$ cat src/rtl/ahb_vga_wbuf_if.sv
// AHB-Lite slave bus plus console/image sink handshakes for the VGA write buffer.
interface ahb_vga_wbuf_if #(
  parameter int unsigned DATA_W = 8,
  parameter int unsigned ADDR_W = 14
);
  logic              HSEL;
  logic              HWRITE;
  logic              HREADY;
  logic [1:0]        HTRANS;
  logic [31:0]       HADDR;
  logic [31:0]       HWDATA;
  logic              HREADYOUT;
  logic [31:0]       HRDATA;
  logic              HRESP;
  logic              con_valid;
  logic              con_ready;
  logic [DATA_W-1:0] con_data;
  logic              img_valid;
  logic              img_ready;
  logic [ADDR_W-1:0] img_addr;
  logic [DATA_W-1:0] img_data;
  logic [9:0]        split_x;
  logic              irq;

  modport slave (
    input  HSEL, HWRITE, HREADY, HTRANS, HADDR, HWDATA, con_ready, img_ready,
    output HREADYOUT, HRDATA, HRESP, con_valid, con_data,
           img_valid, img_addr, img_data, split_x, irq
  );

  modport master (
    output HSEL, HWRITE, HREADY, HTRANS, HADDR, HWDATA, con_ready, img_ready,
    input  HREADYOUT, HRDATA, HRESP, con_valid, con_data,
           img_valid, img_addr, img_data, split_x, irq
  );
endinterface

$ cat src/rtl/ahb_vga_wbuf.sv
// AHB-Lite write buffer for a VGA console/image pair: console and image writes are
// queued in bus order and drained to whichever sink the head entry targets.
module ahb_vga_wbuf #(
  parameter int unsigned DATA_W    = 8,
  parameter int unsigned ADDR_W    = 14,
  parameter int unsigned DEPTH     = 8,
  parameter int unsigned SPLIT_RST = 240
) (
  input  logic          HCLK,
  input  logic          HRESET,
  ahb_vga_wbuf_if.slave bus
);
  localparam int unsigned PTR_W = $clog2(DEPTH);
  localparam int unsigned CNT_W = $clog2(DEPTH + 1);

  typedef struct packed {
    logic              img;
    logic [ADDR_W-1:0] addr;
    logic [DATA_W-1:0] data;
  } entry_t;

  logic              ph_valid_q, ph_valid_d;
  logic              ph_write_q, ph_write_d;
  logic [23:0]       ph_addr_q, ph_addr_d;
  entry_t            mem_q [DEPTH];
  entry_t            mem_d [DEPTH];
  logic [PTR_W-1:0]  wr_ptr_q, wr_ptr_d, rd_ptr_q, rd_ptr_d;
  logic [CNT_W-1:0]  count_q, count_d;
  logic              hready_q, hready_d;
  logic [31:0]       hrdata_q, hrdata_d;
  logic [9:0]        split_q, split_d;
  logic              irq_en_q, irq_en_d;
  logic              irq_q, irq_d;
  logic              con_valid_q, con_valid_d;
  logic              img_valid_q, img_valid_d;
  logic [DATA_W-1:0] con_data_q, con_data_d;
  logic [ADDR_W-1:0] img_addr_q, img_addr_d;
  logic [DATA_W-1:0] img_data_q, img_data_d;

  logic              push_req, push, pop, full, ctrl_wr, flush, nxt_push_req;
  entry_t            new_entry, head_d;
  logic [31:0]       status_d, ctrl_d;
  logic              unused_bits;

  always_comb begin
    // The captured address phase is held while the bus is stalled.
    ph_valid_d = ph_valid_q;
    ph_write_d = ph_write_q;
    ph_addr_d  = ph_addr_q;
    if (bus.HREADY) begin
      ph_valid_d = bus.HSEL & bus.HTRANS[1];
      ph_write_d = bus.HWRITE;
      ph_addr_d  = bus.HADDR[23:0];
    end

    push_req = ph_valid_q & ph_write_q & (ph_addr_q[23] | (ph_addr_q[3:2] == 2'd0));
    ctrl_wr  = ph_valid_q & ph_write_q & ~ph_addr_q[23] & (ph_addr_q[3:2] == 2'd2);
    full     = (count_q == CNT_W'(DEPTH));
    push     = push_req & ~full;
    pop      = (con_valid_q & bus.con_ready) | (img_valid_q & bus.img_ready);
    flush    = ctrl_wr & bus.HWDATA[16];

    new_entry.img  = ph_addr_q[23];
    new_entry.addr = ph_addr_q[23] ? ph_addr_q[ADDR_W+1:2] : '0;
    new_entry.data = bus.HWDATA[DATA_W-1:0];

    mem_d    = mem_q;
    wr_ptr_d = wr_ptr_q;
    rd_ptr_d = rd_ptr_q;
    count_d  = count_q;
    if (push) begin
      mem_d[wr_ptr_q] = new_entry;
      wr_ptr_d        = wr_ptr_q + PTR_W'(1);
    end
    if (pop) rd_ptr_d = rd_ptr_q + PTR_W'(1);
    case ({push, pop})
      2'b10:   count_d = count_q + CNT_W'(1);
      2'b01:   count_d = count_q - CNT_W'(1);
      default: count_d = count_q;
    endcase
    // Flush wins over a same-cycle pop; the popped entry is simply discarded.
    if (flush) begin
      wr_ptr_d = '0;
      rd_ptr_d = '0;
      count_d  = '0;
    end

    split_d  = split_q;
    irq_en_d = irq_en_q;
    if (ctrl_wr) begin
      split_d  = bus.HWDATA[9:0];
      irq_en_d = bus.HWDATA[17];
    end
    irq_d = irq_en_q & (count_q == '0);

    // Stall the next data phase only if it is a queued write landing on a full FIFO.
    nxt_push_req = ph_valid_d & ph_write_d & (ph_addr_d[23] | (ph_addr_d[3:2] == 2'd0));
    hready_d     = ~(nxt_push_req & (count_d == CNT_W'(DEPTH)));

    status_d = {count_d == CNT_W'(DEPTH), count_d == '0, irq_en_d, 20'd0, 9'(count_d)};
    ctrl_d   = {14'd0, irq_en_d, 7'd0, split_d};
    hrdata_d = '0;
    if (ph_valid_d & ~ph_write_d & ~ph_addr_d[23]) begin
      case (ph_addr_d[1+2:2])
        2'd1:    hrdata_d = status_d;
        2'd2:    hrdata_d = ctrl_d;
        default: hrdata_d = '0;
      endcase
    end

    head_d      = mem_d[rd_ptr_d];
    con_valid_d = (count_d != '0) & ~head_d.img;
    img_valid_d = (count_d != '0) & head_d.img;
    con_data_d  = head_d.data;
    img_addr_d  = head_d.addr;
    img_data_d  = head_d.data;
  end

  always_ff @(posedge HCLK) begin
    if (HRESET) begin
      ph_valid_q  <= 1'b0;
      ph_write_q  <= 1'b0;
      ph_addr_q   <= '0;
      wr_ptr_q    <= '0;
      rd_ptr_q    <= '0;
      count_q     <= '0;
      hready_q    <= 1'b1;
      hrdata_q    <= '0;
      split_q     <= 10'(SPLIT_RST);
      irq_en_q    <= 1'b0;
      irq_q       <= 1'b0;
      con_valid_q <= 1'b0;
      img_valid_q <= 1'b0;
      con_data_q  <= '0;
      img_addr_q  <= '0;
      img_data_q  <= '0;
    end else begin
      ph_valid_q  <= ph_valid_d;
      ph_write_q  <= ph_write_d;
      ph_addr_q   <= ph_addr_d;
      wr_ptr_q    <= wr_ptr_d;
      rd_ptr_q    <= rd_ptr_d;
      count_q     <= count_d;
      hready_q    <= hready_d;
      hrdata_q    <= hrdata_d;
      split_q     <= split_d;
      irq_en_q    <= irq_en_d;
      irq_q       <= irq_d;
      con_valid_q <= con_valid_d;
      img_valid_q <= img_valid_d;
      con_data_q  <= con_data_d;
      img_addr_q  <= img_addr_d;
      img_data_q  <= img_data_d;
    end
  end

  // Storage needs no reset; occupancy is tracked by count and the pointers.
  always_ff @(posedge HCLK) mem_q <= mem_d;

  assign bus.HREADYOUT = hready_q;
  assign bus.HRDATA    = hrdata_q;
  assign bus.HRESP     = 1'b0;
  assign bus.con_valid = con_valid_q;
  assign bus.con_data  = con_data_q;
  assign bus.img_valid = img_valid_q;
  assign bus.img_addr  = img_addr_q;
  assign bus.img_data  = img_data_q;
  assign bus.split_x   = split_q;
  assign bus.irq       = irq_q;

  assign unused_bits = ^{bus.HADDR, bus.HWDATA, bus.HTRANS, ph_addr_q};
endmodule

$ cat src/flat_wrapper.sv
// flat-port wrapper written by rule: the top's interface ports become plain ports
module ahb_vga_wbuf_flat 
#(
  parameter int unsigned DATA_W    = 8,
  parameter int unsigned ADDR_W    = 14,
  parameter int unsigned DEPTH     = 8,
  parameter int unsigned SPLIT_RST = 240
)
  (HCLK, HRESET, bus_HSEL, bus_HWRITE, bus_HREADY, bus_HTRANS, bus_HADDR, bus_HWDATA, bus_con_ready, bus_img_ready, bus_HREADYOUT, bus_HRDATA, bus_HRESP, bus_con_valid, bus_con_data, bus_img_valid, bus_img_addr, bus_img_data, bus_split_x, bus_irq);
  ahb_vga_wbuf_if #(.DATA_W(DATA_W), .ADDR_W(ADDR_W)) bus_i ();
  input  logic HCLK;
  input  logic HRESET;
  input wire logic [$bits(bus_i.HSEL)-1:0] bus_HSEL;
  input wire logic [$bits(bus_i.HWRITE)-1:0] bus_HWRITE;
  input wire logic [$bits(bus_i.HREADY)-1:0] bus_HREADY;
  input wire logic [$bits(bus_i.HTRANS)-1:0] bus_HTRANS;
  input wire logic [$bits(bus_i.HADDR)-1:0] bus_HADDR;
  input wire logic [$bits(bus_i.HWDATA)-1:0] bus_HWDATA;
  input wire logic [$bits(bus_i.con_ready)-1:0] bus_con_ready;
  input wire logic [$bits(bus_i.img_ready)-1:0] bus_img_ready;
  output wire logic [$bits(bus_i.HREADYOUT)-1:0] bus_HREADYOUT;
  output wire logic [$bits(bus_i.HRDATA)-1:0] bus_HRDATA;
  output wire logic [$bits(bus_i.HRESP)-1:0] bus_HRESP;
  output wire logic [$bits(bus_i.con_valid)-1:0] bus_con_valid;
  output wire logic [$bits(bus_i.con_data)-1:0] bus_con_data;
  output wire logic [$bits(bus_i.img_valid)-1:0] bus_img_valid;
  output wire logic [$bits(bus_i.img_addr)-1:0] bus_img_addr;
  output wire logic [$bits(bus_i.img_data)-1:0] bus_img_data;
  output wire logic [$bits(bus_i.split_x)-1:0] bus_split_x;
  output wire logic [$bits(bus_i.irq)-1:0] bus_irq;
  assign bus_i.HSEL = bus_HSEL;
  assign bus_i.HWRITE = bus_HWRITE;
  assign bus_i.HREADY = bus_HREADY;
  assign bus_i.HTRANS = bus_HTRANS;
  assign bus_i.HADDR = bus_HADDR;
  assign bus_i.HWDATA = bus_HWDATA;
  assign bus_i.con_ready = bus_con_ready;
  assign bus_i.img_ready = bus_img_ready;
  assign bus_HREADYOUT = bus_i.HREADYOUT;
  assign bus_HRDATA = bus_i.HRDATA;
  assign bus_HRESP = bus_i.HRESP;
  assign bus_con_valid = bus_i.con_valid;
  assign bus_con_data = bus_i.con_data;
  assign bus_img_valid = bus_i.img_valid;
  assign bus_img_addr = bus_i.img_addr;
  assign bus_img_data = bus_i.img_data;
  assign bus_split_x = bus_i.split_x;
  assign bus_irq = bus_i.irq;
  ahb_vga_wbuf #(.DATA_W(DATA_W), .ADDR_W(ADDR_W), .DEPTH(DEPTH), .SPLIT_RST(SPLIT_RST)) u_core (.HCLK(HCLK), .HRESET(HRESET), .bus(bus_i));
endmodule
$ cat config.mk
export PLATFORM = sky130hd
export DESIGN_NAME = ahb_vga_wbuf_flat
export DESIGN_NICKNAME = d
export VERILOG_FILES = /design/src/rtl/ahb_vga_wbuf_if.sv /design/src/rtl/ahb_vga_wbuf.sv /design/src/flat_wrapper.sv
export SDC_FILE = /design/constraint.sdc
export NUM_CORES = 1
export LEC_CHECK = 0
export CAP_MARGIN = 20
export CORE_MARGIN = 4
export CORE_UTILIZATION = 44
export CTS_CLUSTER_SIZE = 40
export DETAILED_ROUTE_END_ITERATION = 16
export PLACE_DENSITY = 0.77
export SYNTH_ARGS = -nofsm -noshare
export SYNTH_HDL_FRONTEND = slang
export SYNTH_SLANG_ARGS = --single-unit
export TNS_END_PERCENT = 100
$ cat constraint.sdc
create_clock -name HCLK -period 2.8 [get_ports HCLK]
set_clock_uncertainty 0.15 [all_clocks]
set_input_delay 0.56 -clock HCLK [delete_from_list [all_inputs] [get_ports HCLK]]
set_output_delay 0.56 -clock HCLK [all_outputs]
set_load 0.03 [all_outputs]
# --- After elaboration in Yosys (flattened, before gate mapping) ---
# Cells that the tools add are included.
word_totals:
  register_bits: 289
  inputBits: 73
  out_inout_bits: 77
  wordCells: 109
op_classes:
  addsub: 4
  order_cmp: 3
  eq_ne: 7
  muxes: 18
  bitwise: 29
  reduce_logical: 8
op_table:
  columns: ["operator", "n"]
  rows:
  - ["bitwise mux 184 bit", 1]
  - ["two-way mux 184 bit", 1]
  - ["binary-select mux 23 bit (select 3 bit)", 1]
  - ["demux 23 bit (select 3 bit)", 1]
  - ["two-way mux 23 bit", 3]
  - ["case mux 32 bit (2 select lines)", 1]
  - ["two-way mux 24 bit", 1]
  - ["AND 1 bit", 17]
  - ["two-way mux 14 bit", 1]
  - ["two-way mux 10 bit", 1]
  - ["== test 4 bit (second input constant)", 2]
  - ["greater-or-equal comparator 4 bit (second input constant)", 2]
  - ["zero test 4 bit", 2]
  - ["inverter 3 -> 4 bit", 2]
  - ["case mux 4 bit (2 select lines)", 1]
  - ["inverter 1 bit", 7]
  - ["adder 3 x 1 -> 3 bit (second input constant)", 2]
  - ["== test 2 bit (second input constant)", 3]
  - ["two-way mux 3 bit", 2]
  - ["adder 4 x 1 -> 4 bit (second input constant)", 1]
  - ["== test 2 x 1 -> 1 bit (second input constant)", 2]
  - ["zero test 2 bit", 2]
  - ["< comparator 4 x 1 -> 1 bit (second input constant)", 1]
  - ["two-way mux 4 bit", 1]
  - ["6 further kinds", 11]

# --- Logic depth before layout (Yosys ltp) ---
# Gate-level depths: netlist of run 1.
logic_depth:
  depth_word: 12
  depth_mapped: 13

# --- Worst setup path before layout of run 1 ---
# No wires, ideal clock.
synth_timing:
  path_type: "flip-flop to flip-flop"
  from: "reg u_core.count_q[1]"
  to: "reg u_core.hready_q, in the netlist u_core.bus.HREADYOUT"
  setup_time_ps: 127
  t_arrival_ps: 2829
  required_time_ps: 2523
  slack_ps: -306
  path_stages_with_launch: 13
  n_path_buf: 1
  period_less_slack_ps: 3106
  cell_sequence: "dfxtp_1 > or4b_4 > nand3_1 > ha_1 > clkbuf_1 > xor2_1 > ha_1 > a21oi_1 > xor2_1 > nor2_1 > xnor2_1 > a21oi_1 > or3_1"
synth_via:
  elab_chain_cells: 9
synth_rtl:
  columns: ["element", "line", "source"]
  rows:
  - ["start, declared", "ahb_vga_wbuf.sv:28", "logic [CNT_W-1:0] count_q, count_d;"]
  - ["start signal, assigned", "ahb_vga_wbuf.sv:143", "count_q <= count_d;"]
  - ["== test 4 bit", "ahb_vga_wbuf.sv:58", "full = (count_q == CNT_W'(DEPTH));"]
  - ["inverter 1 bit", "ahb_vga_wbuf.sv:59", "push = push_req & ~full;"]
  - ["AND 1 bit", "ahb_vga_wbuf.sv:59", null]
  - ["== test 2 x 1 -> 1 bit / == test 2 bit (equally long branches)", "ahb_vga_wbuf.sv:76", "case ({push, pop})"]
  - ["case mux 4 bit (2 select lines) (*)", "ahb_vga_wbuf.sv:76", null]
  - ["two-way mux 4 bit (*)", "ahb_vga_wbuf.sv:82", "if (flush) begin"]
  - ["== test 4 bit (*)", "ahb_vga_wbuf.sv:98", "hready_d = ~(nxt_push_req & (count_d == CNT_W'(DEPTH)));"]
  - ["AND 1 bit (*)", "ahb_vga_wbuf.sv:98", null]
  - ["inverter 1 bit (*)", "ahb_vga_wbuf.sv:98", null]
  - ["end signal, assigned", "ahb_vga_wbuf.sv:144", "hready_q <= hready_d;"]
  - ["end, declared", "ahb_vga_wbuf.sv:29", "logic hready_q, hready_d;"]
# Every way passes the cells marked *; elsewhere a longest branch is shown, timed or not.
# A chain may end at the register's enable or synchronous reset.

# --- Final worst setup path of run 1 ---
layout_timing:
  from: "reg u_core.count_q[2]"
  to: "reg u_core.con_valid_q, in the netlist u_core.bus.con_valid"
layout_via:
  elab_chain_cells: 9
layout_rtl:
  columns: ["element", "line", "source"]
  rows:
  - ["== test 4 bit", "ahb_vga_wbuf.sv:58", null]
  - ["inverter 1 bit", "ahb_vga_wbuf.sv:59", null]
  - ["AND 1 bit", "ahb_vga_wbuf.sv:59", null]
  - ["two-way mux 184 bit", "ahb_vga_wbuf.sv:71", "if (push) begin"]
  - ["binary-select mux 23 bit (select 3 bit)", "ahb_vga_wbuf.sv:111", "head_d = mem_d[rd_ptr_d];"]
  - ["two-way mux 23 bit (implied by the code) (2 in series)", "ahb_vga_wbuf.sv:111", null]
  - ["inverter 1 bit", "ahb_vga_wbuf.sv:112", "con_valid_d = (count_d != '0) & ~head_d.img;"]
  - ["AND 1 bit (*)", "ahb_vga_wbuf.sv:112", null]
  - ["end signal, assigned", "ahb_vga_wbuf.sv:149", "con_valid_q <= con_valid_d;"]
  - ["end, declared", "ahb_vga_wbuf.sv:34", "logic con_valid_q, con_valid_d;"]
# Every way passes the cells marked *; elsewhere a longest branch is shown, timed or not. The select of a mux whose other input is x is not followed.

==> summary.md, run 1 <==
| Metric | Value |
|---|---|
| CTS Hold Bufs | `0` |
| Final Hold Fails | `0` |
| Rows | `between 50 and 60` |
| DRT iter0 DRCs | `920` |
| Setup TNS Final | `0 ps` |
| Design area | `roughly 0.014 mm²` |
| Post-place setup slack | `-344.7 ps` |
| Leading area contributor after synthesis | `dfxtp_1` |
| Total power | `8.511 mW` |
| Vias in the first global route | `slightly below 10000` |
| Most frequent cells in the layout | `dfxtp_1, o21ai_0, nand2_1` |
| Synthesized area per cell | `about 8.7 µm²` |
| Util after Layout | `a little over half` |
| FFs w/ async S/R, synth | `0%` |
| Core Region | `~0.025 mm²` |
| Die Span Y | `between 150 and 200 µm` |
| EDFF count, synth | `0` |
| Gate power share | `9.1%` |
| Via count | `between 10000 and 15000` |
| Slew HR | `roughly 57%` |
| Reg-to-reg endpoint | `u_core.bus.con_valid$_SDFF_PP0_` |
| Port Buffer Count | `between 90 and 100` |
| Die area | `0.02848 mm²` |
| CP arrival | `slightly above 3000 ps` |
| Final HPWL from detailed placement | `between 20000 and 25000 µm` |
| FF-to-FF path depth | `11` |
| Hold WC Path Type | `register to register` |
| Num ports | `150` |
| Worst skew pair latency | `between 500 and 600 ps` |
| Clock Sink Count | `262` |
| Gr usage total | `21.57%` |
| Largest net degree at the start of global routing | `52` |
| CP startpoint kind | `register` |
| Layout cell share with drive strength beyond 1 | `around 15%` |
| Area share of the largest cell type after synthesis | `46.13%` |
| TritonCTS Buffers | `27` |
| Flop pwr share | `between 40 and 50%` |
| Status | `completed` |
| Hold depth | `2` |
| CP required | `between 3000 and 4000 ps` |
| YS warnings | `0` |
| Area Growth Syn to Fin | `22.28%` |
| Seq/Total Area, Yosys | `around 46%` |
| Initial antenna violation count | `0` |
| Most common cell after layout, fill and taps aside | `dfxtp_1` |
| Final setup margin | `between 90 and 100 ps` |
| CTS tree | `built` |
| Yosys cell types | `just under 70` |
| DR WL/cell | `18.48 µm` |
| Antenna diodes | `0` |
| Static Leak | `5.178 nW` |
| Predominant post-synthesis flop cell | `dfxtp_1` |
| Total global routing overflow | `0` |
| Mapped Area | `approximately 0.011 mm²` |
| Largest cells by area after synthesis | `dfxtp_1, o21ai_0, nand2_1` |
| Number of synthesized register bits | `around 260` |
| Max clock buf depth | `3` |
| Net switching power | `between 1.5 and 2 mW` |
| Crit end category | `register` |
| CP max FO | `4` |
| Remaining antenna violation count after routing | `0` |
| First-pass GRT wire length | `about 51000 µm` |
| RSZ-0062 raised after global routing | `no` |
| CP max stage delay | `between 500 and 600 ps` |
| Drt first pass iters | `7` |
| Hold Startpoint | `u_core.mem_q[7]$_DFF_P_` |
| Critical path type | `register to register` |
| Clock power share | `a little under half` |
| DRC viols | `0` |
| Max-Cap Viols | `0` |
| H-tree depth | `1` |
| WL final | `about 32000 µm` |
| Fillers | `between 2000 and 2500` |
| Tightest Pin Transition | `around 650 ps` |
| R2R Setup Slk | `a little over 90 ps` |
| Switching share of total power | `between 20% and 30%` |
| Final setup viols | `0` |
| PwrDens | `612.1 mW/mm²` |
| Worst VDD drop | `~0.00040 V` |
| Fmax | `369.1 MHz` |
| Vias per inst | `between 5 and 6` |
| Die width | `168.8 µm` |
| Most Frequent Cell on Critical Path | `xor2_1` |
| Clock Pin Slew Worst Setup and Hold Paths | `~60 ps` |
| Clk root buf | `clkbuf_16` |
| Critical path cell sequence | `or4b_4, nand3_4, ha_4, xor2_1, ha_2, a21oi_2, xor2_1, nor2_2, xnor2_2, a311o_1, and4b_1` |
| NumNets Final | `1458` |
| Reg2reg start | `u_core.count_q[2]$_SDFF_PP0_` |
| Cell count after synthesis | `1300` |
| Fin crit share | `between 90% and 100%` |
| Post-DP Area | `between 0.01 and 0.015 mm²` |
| Hold Crit Endpoint | `u_core.mem_q[7]$_DFF_P_` |
| Max-slew violations | `0` |
| Internal power | `approximately 6.6 mW` |
| RD Place Congestion | `approximately 0.87` |
| Slowest-stage cell, CP | `or4b_4` |
| Minimum clock period | `around 2700 ps` |
| Initial Util | `~45%` |
==> worst max-delay path by stage <==
stage | from | endpoint | slack, ps | cells past startpoint
2_1_floorplan | bus_con_ready | u_core.bus.HREADYOUT$_SDFF_PP1_ | -20 | 12
3_3_place_gp | bus_con_ready | u_core.bus.HREADYOUT$_SDFF_PP1_ | -330 | 12
3_5_place_dp | bus_con_ready | u_core.bus.HREADYOUT$_SDFF_PP1_ | -340 | 12
5_1_grt | u_core.count_q[2]$_SDFF_PP0_ | u_core.bus.con_valid$_SDFF_PP0_ | 4 | 11
4_1_cts | u_core.count_q[2]$_SDFF_PP0_ | u_core.bus.con_valid$_SDFF_PP0_ | 60 | 11
6_report | u_core.count_q[2]$_SDFF_PP0_ | u_core.bus.con_valid$_SDFF_PP0_ | 90 | 11
==> Yosys cell counts, types with 24 or more instances <==
master / count
o211ai_1: 44
o22ai_1: 27
clkbuf_1: 87
nor2_1: 42
o21ai_0: 191
nand3_1: 54
buf_4: 31
dfxtp_1: 262
buf_2: 29
a31oi_1: 24
mux2i_1: 29
a211oi_1: 24
or3_1: 47
o2111ai_1: 24
nand2_1: 159
a21oi_1: 28
==> worst max-delay path: cells and delay by family, from the launching register on <==
family          cells  cell delay [ps]
compound gates      2              350
xor+xnor            3              440
fa+ha+maj           2              330
flops               1              320
simple gates        4             1070
==> flip-flops by register name, summed over array words and instances, names as in the netlist <==
| register | flops |
|---|---|
| u_core.bus.irq | 1 |
| u_core.bus.split_x | 10 |
| u_core.bus.HRDATA | 14 |
| u_core.mem_q | 184 |
| u_core.bus.img_addr | 14 |
| u_core.bus.img_valid | 1 |
| u_core.irq_en_q | 1 |
| u_core.wr_ptr_q | 3 |
| u_core.ph_write_q | 1 |
| u_core.ph_valid_q | 1 |
| u_core.bus.con_valid | 1 |
| u_core.count_q | 4 |
| u_core.ph_addr_q | 15 |
| u_core.bus.HREADYOUT | 1 |
| u_core.bus.con_data | 8 |
| u_core.rd_ptr_q | 3 |
==> per-layer routing <==
metal | up-vias | global-route usage (%) | share of wire, %
met3 | 68 | 3.270 | 7.4
met4 | 0 | 6.104 | 2.3
met2 | 468 | 36.44 | 47
met5 | - | 0 | 0
li1 | 4787 | - | -
met1 | 4818 | 28.78 | 43
==> per-stage QoR <==
| step | cells | hold slack [ps] |
|---|---|---|
| after floorplan | 1318 | 265.9 |
| after global placement | 1675 | 275.3 |
| after detailed placement | 1675 | 279.9 |
| after CTS | 1722 | 289.4 |
| after global routing | 1725 | 303.3 |
| final | 1725 | 291.4 |
==> logic make-up (layout without fill, tap and decap cells) <==
kind of cell,count (synthesis),in the layout,synth area share (%)
muxes,55,55,5.326
buffers and inverters,180,257,7.890
AOI/OAI and AO/OA,433,433,23.77
xor gates and xnor gates,11,11,1.046
and+or+nand+nor,350,350,14.92
other,1,19,0.03298
DFF,262,262,46.13
adders and majority gates,8,8,0.8804
==> power groups by stage <==
stage	Sequential, mW	Combinational [mW]	Clock (mW)
6_report	3.88	0.778	3.86
5_1_grt	3.89	0.833	4.04
4_1_cts	3.88	0.772	3.88
3_5_place_dp	3.96	0.768	0
3_3_place_gp	3.96	0.755	0
2_1_floorplan	4.01	0.459	0
==> repair_timing <==
item                       4_1_cts  5_1_grt
setup buffers                    0        2
gates resized for setup          0        2
setup endpoints to repair        0        4
==> area by class of cell <==
class	instances	area [µm²]	area share [%]
Clock buffer	38	787.0	5.661
Clock inverter	9	170.2	1.224
Inverter	20	75.07	0.5400
Multi-Input combinational cell	876	5359	38.54
Timing Repair Buffer	190	1852	13.32
Sequential cell	262	5248	37.74
Tap cell	330	412.9	2.970
Note: power is estimated with default switching activity, not from simulation.
==> run 2, diff against run 1 <==
- CAP_MARGIN: 20 -> 15
- PLACE_DENSITY: 0.77 -> 0.74
- clock period: 2.8 -> 2.7 ns (I/O delays scaled with it)
==> run 2 against run 1 <==
Effect of this change: the flow now finishes with violations (setup timing); sequential power is 4% higher; clock power shrank 8.0%; non-clock buffer count grew 11; design area increased by 0.39%; routed wire length about the same; core utilization rose by 0.21 points; maximum frequency decreased by 0.59%; total power fell by 1.5%; sequential share of layout area shrank 0.13 points; critical endpoint unchanged; highest routed layer unchanged.
==> summary.md, run 2 (synthesis results as in run 1) <==
| Metric | Value |
|---|---|
| Hold WC Path Type | `register to register` |
| Tightest Pin Transition | `approximately 710 ps` |
| Max reg flops | `184` |
| Remaining antenna violation count after routing | `0` |
| Layout cell share with drive strength beyond 1 | `approximately 15%` |
| Post-place setup slack | `-426.4 ps` |
| Port Buffer Count | `between 90 and 100` |
| NumNets Final | `~1500` |
| Final setup viols | `1` |
| Rows | `58` |
| Worst skew pair latency | `roughly 530 ps` |
| Max-slew violations | `0` |
| DR WL/cell | `between 15 and 20 µm` |
| PwrDens | `600.5 mW/mm²` |
| Max clock buf depth | `3` |
| Failing checks | `setup timing` |
| Register with the most flip-flops | `u_core.mem_q` |
| Status | `complete, but fails checks` |
| Slew HR | `about 53%` |
| Total global routing overflow | `0` |
| Met3 Routed Length | `~2300 µm` |
| CTS Hold Bufs | `0` |
| Top sig layer | `met4` |
| CP max FO | `3` |
| CP startpoint kind | `register` |
| Max-Cap Viols | `0` |
| FF-to-FF path depth | `11` |
| Gr usage total | `between 20% and 30%` |
| DRT iter0 DRCs | `940` |
| Final non-filler cell total | `approximately 1700` |
| TritonCTS Buffers | `27` |
| Final Hold Fails | `0` |
| Num ports | `150` |
| Vias per inst | `between 5 and 6` |
| Static Leak | `5.182 nW` |
| Clock Pin Slew Worst Setup and Hold Paths | `60 ps` |
| Critical path type | `register to register` |
| Clock Sink Count | `approximately 260` |
| Clk root buf | `clkbuf_16` |
| Fin crit share | `100.9%` |
| Final setup margin | `-25.01 ps` |
| Minimum clock period | `2725 ps` |
| CP required | `3010 ps` |
| Largest net degree at the start of global routing | `57` |
| Total power | `between 8 and 9 mW` |
| Worst VDD drop | `approximately 0.00046 V` |
| Metal1 wirelength | `between 10000 and 15000 µm` |
| Placed Cells incl. Taps | `roughly 1700` |
| First-pass GRT wire length | `51940 µm` |
| Area Growth Syn to Fin | `22.76%` |
| Reg2reg start | `u_core.count_q[2]$_SDFF_PP0_` |
| CP arrival | `between 3000 and 4000 ps` |
| Hold Startpoint | `u_core.mem_q[24]$_DFF_P_` |
| Via count | `10120` |
| Drt first pass iters | `6` |
| Most frequent cells in the layout | `dfxtp_1, o21ai_0, nand2_1` |
| Core Region | `between 0.02 and 0.03 mm²` |
| Hold depth | `2` |
| Antenna diodes | `0` |
| RSZ-0062 raised after global routing | `yes` |
| CP Launch Point | `u_core.count_q[2]$_SDFF_PP0_` |
| Vias in the first global route | `between 9000 and 10000` |
| Initial antenna violation count | `0` |
| Initial Util | `44.89%` |
| CTS tree | `built` |
| RD Place Congestion | `0.8454` |
| H-tree depth | `1` |
| Die area | `about 0.028 mm²` |
| Util after Layout | `55.11%` |
| Most common cell after layout, fill and taps aside | `dfxtp_1` |
| Die width | `168.8 µm` |
| Crit end category | `register` |
| Die Span Y | `between 150 and 200 µm` |
| DRC viols | `0` |
| Met2 WL post-DR | `approximately 15000 µm` |
| Final HPWL from detailed placement | `roughly 21000 µm` |
| Leading registers by flop count | `u_core.mem_q x184, u_core.ph_addr_q x15` |
| WL final | `31890 µm` |
| Fmax | `~370 MHz` |
==> run 2: path summary, 6_finish.rpt <==
check	endpoint	slack, ps
hold reg to reg	u_core.mem_q[24]$_DFF_P_	290
hold / removal	u_core.mem_q[24]$_DFF_P_	290
setup reg to reg	u_core.bus.con_valid$_SDFF_PP0_	-30
setup / recovery	u_core.bus.con_valid$_SDFF_PP0_	-30
==> run 2: power by group <==
group / internal (mW) / switching (mW)
Clock: 2.06 / 1.49
Combinational: 0.348 / 0.460
Sequential: 3.98 / 0.0459
==> run 2: layer usage <==
| metal | global-route usage, % | vias up |
|---|---|---|
| met2 | 36.56 | 440 |
| met5 | 0 | - |
| li1 | - | 4821 |
| met3 | 2.989 | 57 |
| met1 | 29.96 | 4802 |
| met4 | 5.893 | 0 |
==> run 2: per-stage QoR <==
stage	area (µm²)	TNS [ps]	hold WS (ps)
4_1_cts	13910	-15.55	289.7
2_1_floorplan	11480	-220.3	265.9
3_5_place_dp	13040	-8268	279.8
5_1_grt	13960	-291.9	307.3
6_report	13960	-25.01	288.0
3_3_place_gp	13040	-7701	275.3
==> run 2: final cells by class <==
type	count	area (µm²)
fill	2184	11370
tap	330	412.9
timing repair buffer	201	1964
inverter	20	75.07
sequential	262	5250
clock inverter	6	40.04
clock buffer	42	812.0
multi-input combinational	876	5403
==> run 2: critical path: stages, from the launching register on <==
cell     delay [ps]
dfxtp_4         340
or4b_4          540
nand3_4         110
ha_4            160
xor2_2           70
ha_2            170
a21oi_2         110
xor2_1          170
nor2_1           70
xnor2_1         160
a311o_1         380
and4b_1         240
==> run 2: what timing repair did <==
item                                   in CTS  in global routing
gates resized for setup                     2                  7
endpoints found under the hold margin       0                  0
setup endpoints to repair                   4                  8
pin swaps                                   1                 10
buffers inserted                            1                  1
==> run 3, diff against run 2 <==
- clock period: 2.7 -> 3 ns (I/O delays scaled with it)
==> run 3 against run 2 <==
Effect of this change: the flow now finishes without violations; critical path depth stayed put; largest cell class unchanged; die area stayed put; largest power group unchanged; non-clock buffer count is 28 lower; total power is 7.9% lower; cell count is 1.8% lower; sequential share of layout area is 0.83 points higher; global-route usage is 0.43 points lower; highest routed layer unchanged; worst hold slack better by 2.9 ps; flip-flop and latch count stayed put; core utilization is 1.2 points lower.
==> summary.md, run 3 (synthesis results as in run 1) <==
| Metric | Value |
|---|---|
| DR WL/cell | `18.56 µm` |
| Slew HR | `between 30% and 40%` |
| Rows | `58` |
| CP max FO | `6` |
| WP buf/inv | `0` |
| Vias per inst | `roughly 5.8` |
| First-pass GRT wire length | `50720 µm` |
| Area Growth Syn to Fin | `19.98%` |
| Max clock buf depth | `3` |
| DRC viols | `0` |
| Clock Sink Count | `262` |
| Worst VDD drop | `roughly 0.00036 V` |
| Fin crit share | `a little over nine tenths` |
| Layout cell share with drive strength beyond 1 | `12.94%` |
| Largest net degree at the start of global routing | `84` |
| Max-Cap Viols | `0` |
| WL final | `about 32000 µm` |
| Initial Util | `between 40% and 50%` |
| Most frequent cells in the layout | `dfxtp_1, o21ai_0, nand2_1` |
| CP max stage delay | `between 500 and 600 ps` |
| Initial antenna violation count | `0` |
| Final Hold Fails | `0` |
| Slowest-stage cell, CP | `or4b_4` |
| Num ports | `150` |
| CP required | `3320 ps` |
| Worst skew pair latency | `roughly 530 ps` |
| Most common cell after layout, fill and taps aside | `dfxtp_1` |
| Tightest Pin Transition | `992.3 ps` |
| Die Span Y | `roughly 170 µm` |
| Leading registers by flop count | `u_core.mem_q x184, u_core.ph_addr_q x15` |
| Critical path cell sequence | `or4b_4, nand3_2, ha_1, xor2_1, ha_1, a21oi_1, xor2_1, nor2_1, xnor2_2, a311o_1, and4b_1` |
| Clk root buf | `clkbuf_16` |
| Clock Pin Slew Worst Setup and Hold Paths | `60 ps` |
| Reg2reg start | `u_core.count_q[2]$_SDFF_PP0_` |
| Via count | `9932` |
| Total setup buffers inserted after CTS | `0` |
| CTS tree | `built` |
| Fmax | `355.8 MHz` |
| RSZ-0062 raised after global routing | `no` |
| Register with the most flip-flops | `u_core.mem_q` |
| Final setup viols | `0` |
| Status | `completed` |
| Gr usage total | `roughly 21%` |
| Total power | `7.722 mW` |
| CP arrival | `between 3000 and 4000 ps` |
| Total global routing overflow | `0` |
| Critical path type | `register to register` |
| Max reg flops | `184` |
| Die width | `about 170 µm` |
| Minimum clock period | `2811 ps` |
| Antenna diodes | `0` |
| Hold WC Path Type | `register to register` |
| Max-slew violations | `0` |
| Core Region | `roughly 0.025 mm²` |
| CP startpoint kind | `register` |
| CP Launch Point | `u_core.count_q[2]$_SDFF_PP0_` |
| DRT iter0 DRCs | `around 930` |
| Top delay family on crit path | `simple AND/OR/NAND/NOR gates` |
| Vias in the first global route | `9517` |
| Hold_ws | `slightly below 300 ps` |
| Die area | `0.02848 mm²` |
| NumNets Final | `between 1000 and 1500` |
| Final HPWL from detailed placement | `around 21000 µm` |
| Crit end category | `register` |
| Port Buffer Count | `92` |
| TritonCTS Buffers | `26` |
| H-tree depth | `1` |
| Drt first pass iters | `8` |
| PwrDens | `about 570 mW/mm²` |
| Remaining antenna violation count after routing | `0` |
| RD Place Congestion | `0.8786` |
| Setup TNS Final | `0 ps` |
| Util after Layout | `between 50% and 60%` |
| Static Leak | `about 5.1 nW` |
| Hold Startpoint | `u_core.mem_q[29]$_DFF_P_` |
-- run 3: cell types whose count changed in the layout (fill, tap and decap cells not counted), moves of 2 or more --
| cell | delta |
|---|---|
| clkbuf_8 | -5 |
| clkbuf_1 | -3 |
| nor2_4 | -2 |
| buf_12 | -6 |
| bufinv_16 | +4 |
| clkinv_2 | +3 |
| buf_4 | -22 |
| nor2_2 | +2 |
| ha_1 | +3 |
| dfxtp_1 | +2 |
| ha_4 | -2 |
-- run 3: path summary, 6_finish.rpt --
path                                      to  slack, ps  cells after the start
max          u_core.bus.con_valid$_SDFF_PP0_        190                     11
min                 u_core.mem_q[29]$_DFF_P_        290                      2
max reg2reg  u_core.bus.con_valid$_SDFF_PP0_        190                     11
min reg2reg         u_core.mem_q[29]$_DFF_P_        290                      2
-- run 3: repair_timing --
action                     4_1_cts  5_1_grt
hold buffers                     0        0
setup endpoints to repair        0        2
gates resized for setup          0        2
-- run 3: where the power goes --
part           internal [mW]  total (mW)  switching (mW)
logic                  0.299       0.707           0.408
clock network           2.05        3.40            1.34
registers               3.58        3.62          0.0406
total                   5.93        7.72            1.79
-- run 3: cell type report --
cell class	instances	area, µm²
timing repair buffer	173	1679
clock buffer	34	732.0
inverter	20	75.07
clock inverter	11	157.7
fill	2246	11690
tap	330	412.9
multi-input combinational	876	5340
sequential	262	5245
-- run 3: worst reg2reg max path, delay by kind of cell (launching register included) --
| kind | cells | cell delay [ps] |
|---|---|---|
| compound gates | 2 | 440 |
| fa+ha+maj | 2 | 360 |
| flops | 1 | 380 |
| xor+xnor | 3 | 390 |
| simple gates | 4 | 1020 |
-- run 3: stage by stage --
stage | setup WS (ps) | instance area (µm²) | cells
CTS | 153.6 | 13630 | 1706
finish | 189.3 | 13640 | 1706
global route | 18.21 | 13640 | 1706
global placement | -260.6 | 12740 | 1661
detailed placement | -259.8 | 12740 | 1661
floorplan | 56.09 | 11440 | 1318
-- run 3: routing by layer --
metal | track usage, % | vias to the layer above | wire, µm
met5 | 0 | - | 0
met4 | 6.140 | 0 | 589
met3 | 3.737 | 54 | 2440
met2 | 35.32 | 411 | 14830
met1 | 29.14 | 4703 | 13800
li1 | - | 4764 | -
